===== src/rtl/sat_cnt.sv =====
// Saturating event counter with synchronous clear; a clear coinciding
// with an event leaves the count at one so that event is not lost.
module sat_cnt #(
  parameter int W = 16
) (
  input  logic         clk,
  input  logic         rst,
  input  logic         inc,
  input  logic         clr,
  output logic [W-1:0] cnt
);

  localparam logic [W-1:0] CNT_MAX = {W{1'b1}};

  // Count events, sticking at all-ones; clear wins over plain counting.
  always_ff @(posedge clk) begin
    if (rst) begin
      cnt <= '0;
    end else if (clr) begin
      cnt <= inc ? W'(1) : '0;
    end else if (inc && (cnt != CNT_MAX)) begin
      cnt <= cnt + W'(1);
    end
  end

endmodule


===== config.mk =====
export PLATFORM = sky130hd
export DESIGN_NAME = sat_cnt
export DESIGN_NICKNAME = d
export VERILOG_FILES = /design/src/rtl/sat_cnt.sv
export SDC_FILE = /design/constraint.sdc
export NUM_CORES = 1
export LEC_CHECK = 0
export CAP_MARGIN = 20
export CELL_PAD_IN_SITES_DETAIL_PLACEMENT = 0
export CELL_PAD_IN_SITES_GLOBAL_PLACEMENT = 2
export CORE_ASPECT_RATIO = 0.7
export CORE_MARGIN = 2
export CORE_UTILIZATION = 28
export CTS_CLUSTER_SIZE = 24
export DETAILED_ROUTE_END_ITERATION = 8
export PLACE_DENSITY = 0.78
export SLEW_MARGIN = 10
export SYNTH_ARGS = -nofsm -noshare
export SYNTH_HDL_FRONTEND = slang
export SYNTH_SLANG_ARGS = --single-unit

===== constraint.sdc =====
create_clock -name clk -period 2.2 [get_ports clk]
set_clock_uncertainty 0.05 [all_clocks]
set_input_delay 0.44 -clock clk [delete_from_list [all_inputs] [get_ports clk]]
set_output_delay 0.44 -clock clk [all_outputs]
set_load 0.01 [all_outputs]

==> impl_results.md, run 1 <==
- Status: finished clean
- Worst r2r dst: cnt[0]
- CP cell instances: clkdlybuf4s50_1, nand3_1, or3_1, or4_1, a21oi_1
- Die height: approximately 50 um
- Post-route cell area: about 1200 um^2
- Avg WL per Cell: about 14 um
- CP Max Fanout: 6
- Grt total ovfl: 0
- Worst-Margin Slew: a little over 500 ps
- Buffer count from post-CTS setup fixing: 0
- Initial antenna violation count: 0
- Post-layout min period: 1936 ps
- Max-slew violation count: 0
- Starting Density: 0.2979
- Layout Nets: approximately 140
- Rows: 16
- Slowest cell on crit path: clkdlybuf4s50_1
- Core area: about 2800 um^2
- 1st-iter DRT viols: 50
- Root buf cell: clkbuf_8
- Worst hold slack: around 480 ps
- R2R depth: 4
- Worst skew pair latency: ~250 ps
- Crit path arrival time: between 2000 and 2500 ps
- Synthesized instance count: 99
- Crit path largest cell delay: approximately 500 ps
- Largest registers: cnt (16)
- RSZ-0062 raised after global routing: false
- Diode count: 0
- Max FFs per register: 16
- DRT antenna net count: 0
- Via count: 896
- Synth Cell Area: ~840 um^2
- CTS Sinks: 16
- Global-route usage over all layers: 0.1490
- DRT Pass-1 Iters: 4
- Vias/cell: between 5 and 6
- Largest Register: cnt
- Synth Warn #: 0
- P per Cell Area: a little under 500 nW/um^2
- Vias in the first global route: around 860
- Peak Freq: around 0.52 GHz
- Crit path launch type: input pin
- Max Used Layer: met4
- CTS tree: done
- Area post-placement: about 1100 um^2
- Max Cap Viol: 0
- Layout cells sized above 1: 0.1473
- DIE AREA: 3464 um^2
- Mapped Avg Cell Area: about 8.5 um^2
- Input/output buffers: 19
- H-tree lvl count: 1
- Crit path to: cnt[15]
- M1 wire length: 1220 um
- Setup violators final: 0
- Final cycle utilization of the critical path: 0.8800
- CTS max path bufs: 2
- Crit path capture type: flop
- WP data required: 2340 ps
- Seq cells post-synth: 16
- # hold bufs at CTS: 0
- Worst VDD drop: roughly 200 uV
- Met3 WL: ~130 um
- Met2 WL: 987 um
- Largest net degree at the start of global routing: 12
- HP Class: reg2reg
- CTS buffer count: 3
- GP Congestion: 0.8012
- DRC viols: 0
- Post-Route WL: about 2400 um
- Slew Limit Headroom: 0.6532
- Reg2reg setup slack: between 300 and 400 ps
- R2r startpoint: cnt[8]
- Layout overhead on the synthesized area: 41.52%
- Cts repair resizes: 0
- Hpwl dp: roughly 1800 um
- Synth unique cells: 33
- Post-synth net total: between 100 and 150
- Crit path kind: in2reg
- First-pass GRT wire length: slightly above 4000 um
- Fin. Hold Viols: 0
- CP startpoint: inc
- I/O Pins: 20
- DIE WIDTH: between 60 and 70 um
- Reg clk slew, reported paths: about 70 ps
- Pleak: just under 0.0004 uW
- Seq/Total Area, Yosys: 0.3810
kinds of logic (layout without fill, tap and decap cells):
family,after synthesis,count (layout),synth area share
simple gates,43,43,0.3155
compound gates,29,29,0.2262
fa+ha+maj,1,1,0.01488
flops,16,16,0.3810
buf+inv,9,39,0.05058
mux,1,1,0.01191
cells in the final DEF, fill, tap and decap left out, types with 2 or more instances in the layout:
cell type,instances
o31ai_1,6
inv_1,5
o211a_1,2
nor2_1,3
clkdlybuf4s50_1,19
nand3_1,9
nor3_1,4
buf_4,11
dfxtp_1,16
or3_1,3
nand4_1,3
o21ai_0,4
clkbuf_8,4
nand2_1,5
a21oi_1,11
nor4_1,3
or4_1,6
cell usage after synthesis (all sizes together):
library cell | number | area share
nand4 | 4 | 0.048
dlygate4sd3 | 1 | 0.012
nor2 | 3 | 0.013
o21ai | 4 | 0.024
or4 | 7 | 0.067
o211a | 2 | 0.024
a41oi | 1 | 0.010
nor3 | 4 | 0.024
inv | 5 | 0.022
nand3 | 9 | 0.054
ha | 1 | 0.015
a21oi | 11 | 0.065
nand2b | 1 | 0.0074
dfxtp | 16 | 0.38
a2111oi | 1 | 0.010
nand2 | 5 | 0.022
o31a | 1 | 0.010
nor3b | 1 | 0.0089
or2 | 1 | 0.0074
or3 | 4 | 0.031
o21bai | 1 | 0.0089
buf | 1 | 0.0059
clkbuf | 2 | 0.010
o21a | 1 | 0.0089
and4 | 1 | 0.010
nor4 | 3 | 0.022
o31ai | 6 | 0.054
o41ai | 1 | 0.010
mux2i | 1 | 0.012
through the flow:
step	setup TNS (ps)	cells	utilization	setup WS, ps	total power, uW
2_1_floorplan	0	99	-	352.8	311.0
3_3_place_gp	0	161	0.4020	31.97	326.2
3_5_place_dp	-7.542	161	0.4020	-4.792	327.2
4_1_cts	0	165	0.4215	264.6	599.3
5_1_grt	0	165	0.4215	154.5	620.2
6_report	0	165	0.4215	264.0	589.8
final cells by class:
cell class,count,area [um^2]
flip-flops and latches,16,320.3
fillers,294,1633
multi-input cells,74,478.0
inverters,5,18.77
repair buffers,30,272.8
clock buffers,4,55.05
well taps,36,45.04
layer usage:
layer,vias to the layer above,GRT usage
li1,447,-
met1,421,0.1970
met2,22,0.2308
met3,6,0.05112
met4,0,0.04248
met5,-,0
power breakdown:
part | internal [uW] | switching (uW)
clock network | 159 | 111
registers | 291 | 2.01
logic | 13.2 | 13.6
worst max-delay path, delay by kind of cell:
family,cells,cell delay (ps)
buf+inv,1,500
simple gates,3,990
compound gates,1,140
worst min-delay path by stage:
stage                     slack (ps)  endpoint    start  depth (start not counted)
after floorplan                  460   cnt[15]  cnt[15]                          2
after global placement           450   cnt[15]  cnt[15]                          2
after detailed placement         460   cnt[15]  cnt[15]                          2
after CTS                        480   cnt[15]  cnt[15]                          2
after global routing             510    cnt[1]   cnt[1]                          2
final                            480    cnt[1]   cnt[1]                          2
(Power assumes the default switching activity.)
==> inputs of run 2 (changes only) <==
CAP_MARGIN = not set   (was 20)
CORE_UTILIZATION = 30   (was 28)
DONT_BUFFER_PORTS = 1   (was not set)
PLACE_DENSITY = 0.67   (was 0.78)
==> impl_results.md, run 2 (synthesis gave the netlist of run 1 again) <==
- Status: finished clean
- Initial antenna violation count: 0
- Die height: between 40 and 50 um
- 1st-iter DRT viols: 36
- H-tree lvl count: 1
- Layout overhead on the synthesized area: 19.79%
- Reg clk slew, reported paths: about 60 ps
- Layout Nets: around 120
- Peak Freq: about 0.5 GHz
- Crit path kind: reg2reg
- Hpwl dp: around 1700 um
- Largest registers: cnt (16)
- DRC viols: 0
- First-pass GRT wire length: ~3900 um
- Cts repair resizes: 0
- Overall power: around 540 uW
- Via count: between 800 and 900
- Setup TNS: 0 ps
- Critical path's top delay family: simple AND/OR/NAND/NOR gates
- Pleak: 0.0003313 uW
- # placed instances: 144
- Worst skew pair latency: ~250 ps
- WP data required: between 2000 and 2500 ps
- Crit path launch type: flop
- Max-slew violation count: 0
- Diode count: 0
- Rows: 16
- Largest Register: cnt
- CP cell instances: nand4_1, or4_4, a2111oi_0, o21bai_1
- Finished Layout Cells: 147
- I/O Pins: 20
- Setup violators final: 0
- Starting Density: 0.3088
- Crit path arrival time: around 2200 ps
- Largest net degree at the start of global routing: 12
- Max Cap Viol: 0
- Slew Limit Headroom: 0.6818
- Core area: about 2700 um^2
- Worst-Margin Slew: 473.6 ps
- Commonest non-fill, non-tap cell in the layout: dfxtp_1
- DIE WIDTH: approximately 67 um
- Buffer count from post-CTS setup fixing: 0
- Layout cells sized above 1: 0.1892
- CTS Sinks: 16
- Avg WL per Cell: 15.03 um
- Max FFs per register: 16
- Worst hold slack: roughly 290 ps
- Fin. Hold Viols: 0
- Post-layout min period: slightly above 2000 ps
- Buffers & Inverters on Critical Path: 0
- CTS max path bufs: 2
- DRT antenna net count: 0
- Slowest cell on crit path: or4_4
- # hold bufs at CTS: 0
- DIE AREA: about 3200 um^2
- Vias/cell: ~5.5
- Crit path capture type: flop
- CP Max Fanout: 5
- Crit path largest cell delay: about 600 ps
- CTS tree: done
- Grt total ovfl: 0
- Input/output buffers: 0
- Final cycle utilization of the critical path: 0.9199
- Global-route usage over all layers: 0.1645
- Worst VDD drop: roughly 260 uV
- Most frequent cells in the layout: 16 x dfxtp_1, 13 x buf_4, 11 x a21oi_1
- GP Congestion: ~0.76
- RSZ-0062 raised after global routing: false
- CTS buffer count: 3
- Pre-CTS WS: roughly 280 ps
- Post-Route WL: between 2000 and 2500 um
- Post-route setup slack: about 180 ps
- Vias in the first global route: between 700 and 800
- HP Class: in2reg
- Root buf cell: clkbuf_8
- DRT Pass-1 Iters: 4
- P per Cell Area: 531.4 nW/um^2
[run 2: cell types whose count changed in the layout (fill, tap and decap cells not counted), sizes merged]
| cell | previous run | this run |
|---|---|---|
| buf | 11 | 13 |
| clkbuf | 4 | 3 |
| clkdlybuf4s50 | 19 | 0 |
[run 2: where the power goes]
part | internal [uW] | switching [uW] | total, uW | leakage (uW)
Clock | 122 | 104 | 226 | 0.0000216
Sequential | 292 | 0.990 | 293 | 0.000129
Combinational | 6.51 | 10.3 | 16.8 | 0.000181
Total | 420 | 115 | 535 | 0.000331
[run 2: metal layers]
layer  global-route usage  vias up  share of wire  wire length [um]
li1                     -      412              -                 -
met4              0.08163        0          0.020                44
met3              0.05774        5          0.069               152
met1               0.2190      367           0.51              1118
met5                    0        -              0                 0
met2               0.2396       20           0.40               894
[run 2: worst reg2reg max path: cells and delay by family (launching register included)]
kind	cells	cell delay, ps
AOI/OAI and AO/OA	2	660
DFF	1	450
and+or+nand+nor	2	790
[run 2: stage by stage]
step,util,instance area [um^2]
6_report,0.3699,1007
5_1_grt,0.3699,1007
4_1_cts,0.3699,1007
3_5_place_dp,0.3548,965.9
3_3_place_gp,0.3548,965.9
2_1_floorplan,-,840.8
[run 2: path summary, 6_finish.rpt]
check | startpoint | endpoint | slack [ps] | cells after the start
worst max-delay path | cnt[10] | cnt[0] | 180 | 4
worst min-delay path | inc | cnt[0] | 290 | 2
worst max register to register | cnt[10] | cnt[0] | 180 | 4
worst min register to register | cnt[10] | cnt[10] | 530 | 2
[run 2: layout make-up]
class                   instances  area (um^2)
well taps                      36        45.04
repair buffers                 13        97.59
fillers                       301         1715
inverters                       5        18.77
clock buffers                   3        41.29
multi-input cells              74        484.2
flip-flops and latches         16        320.3
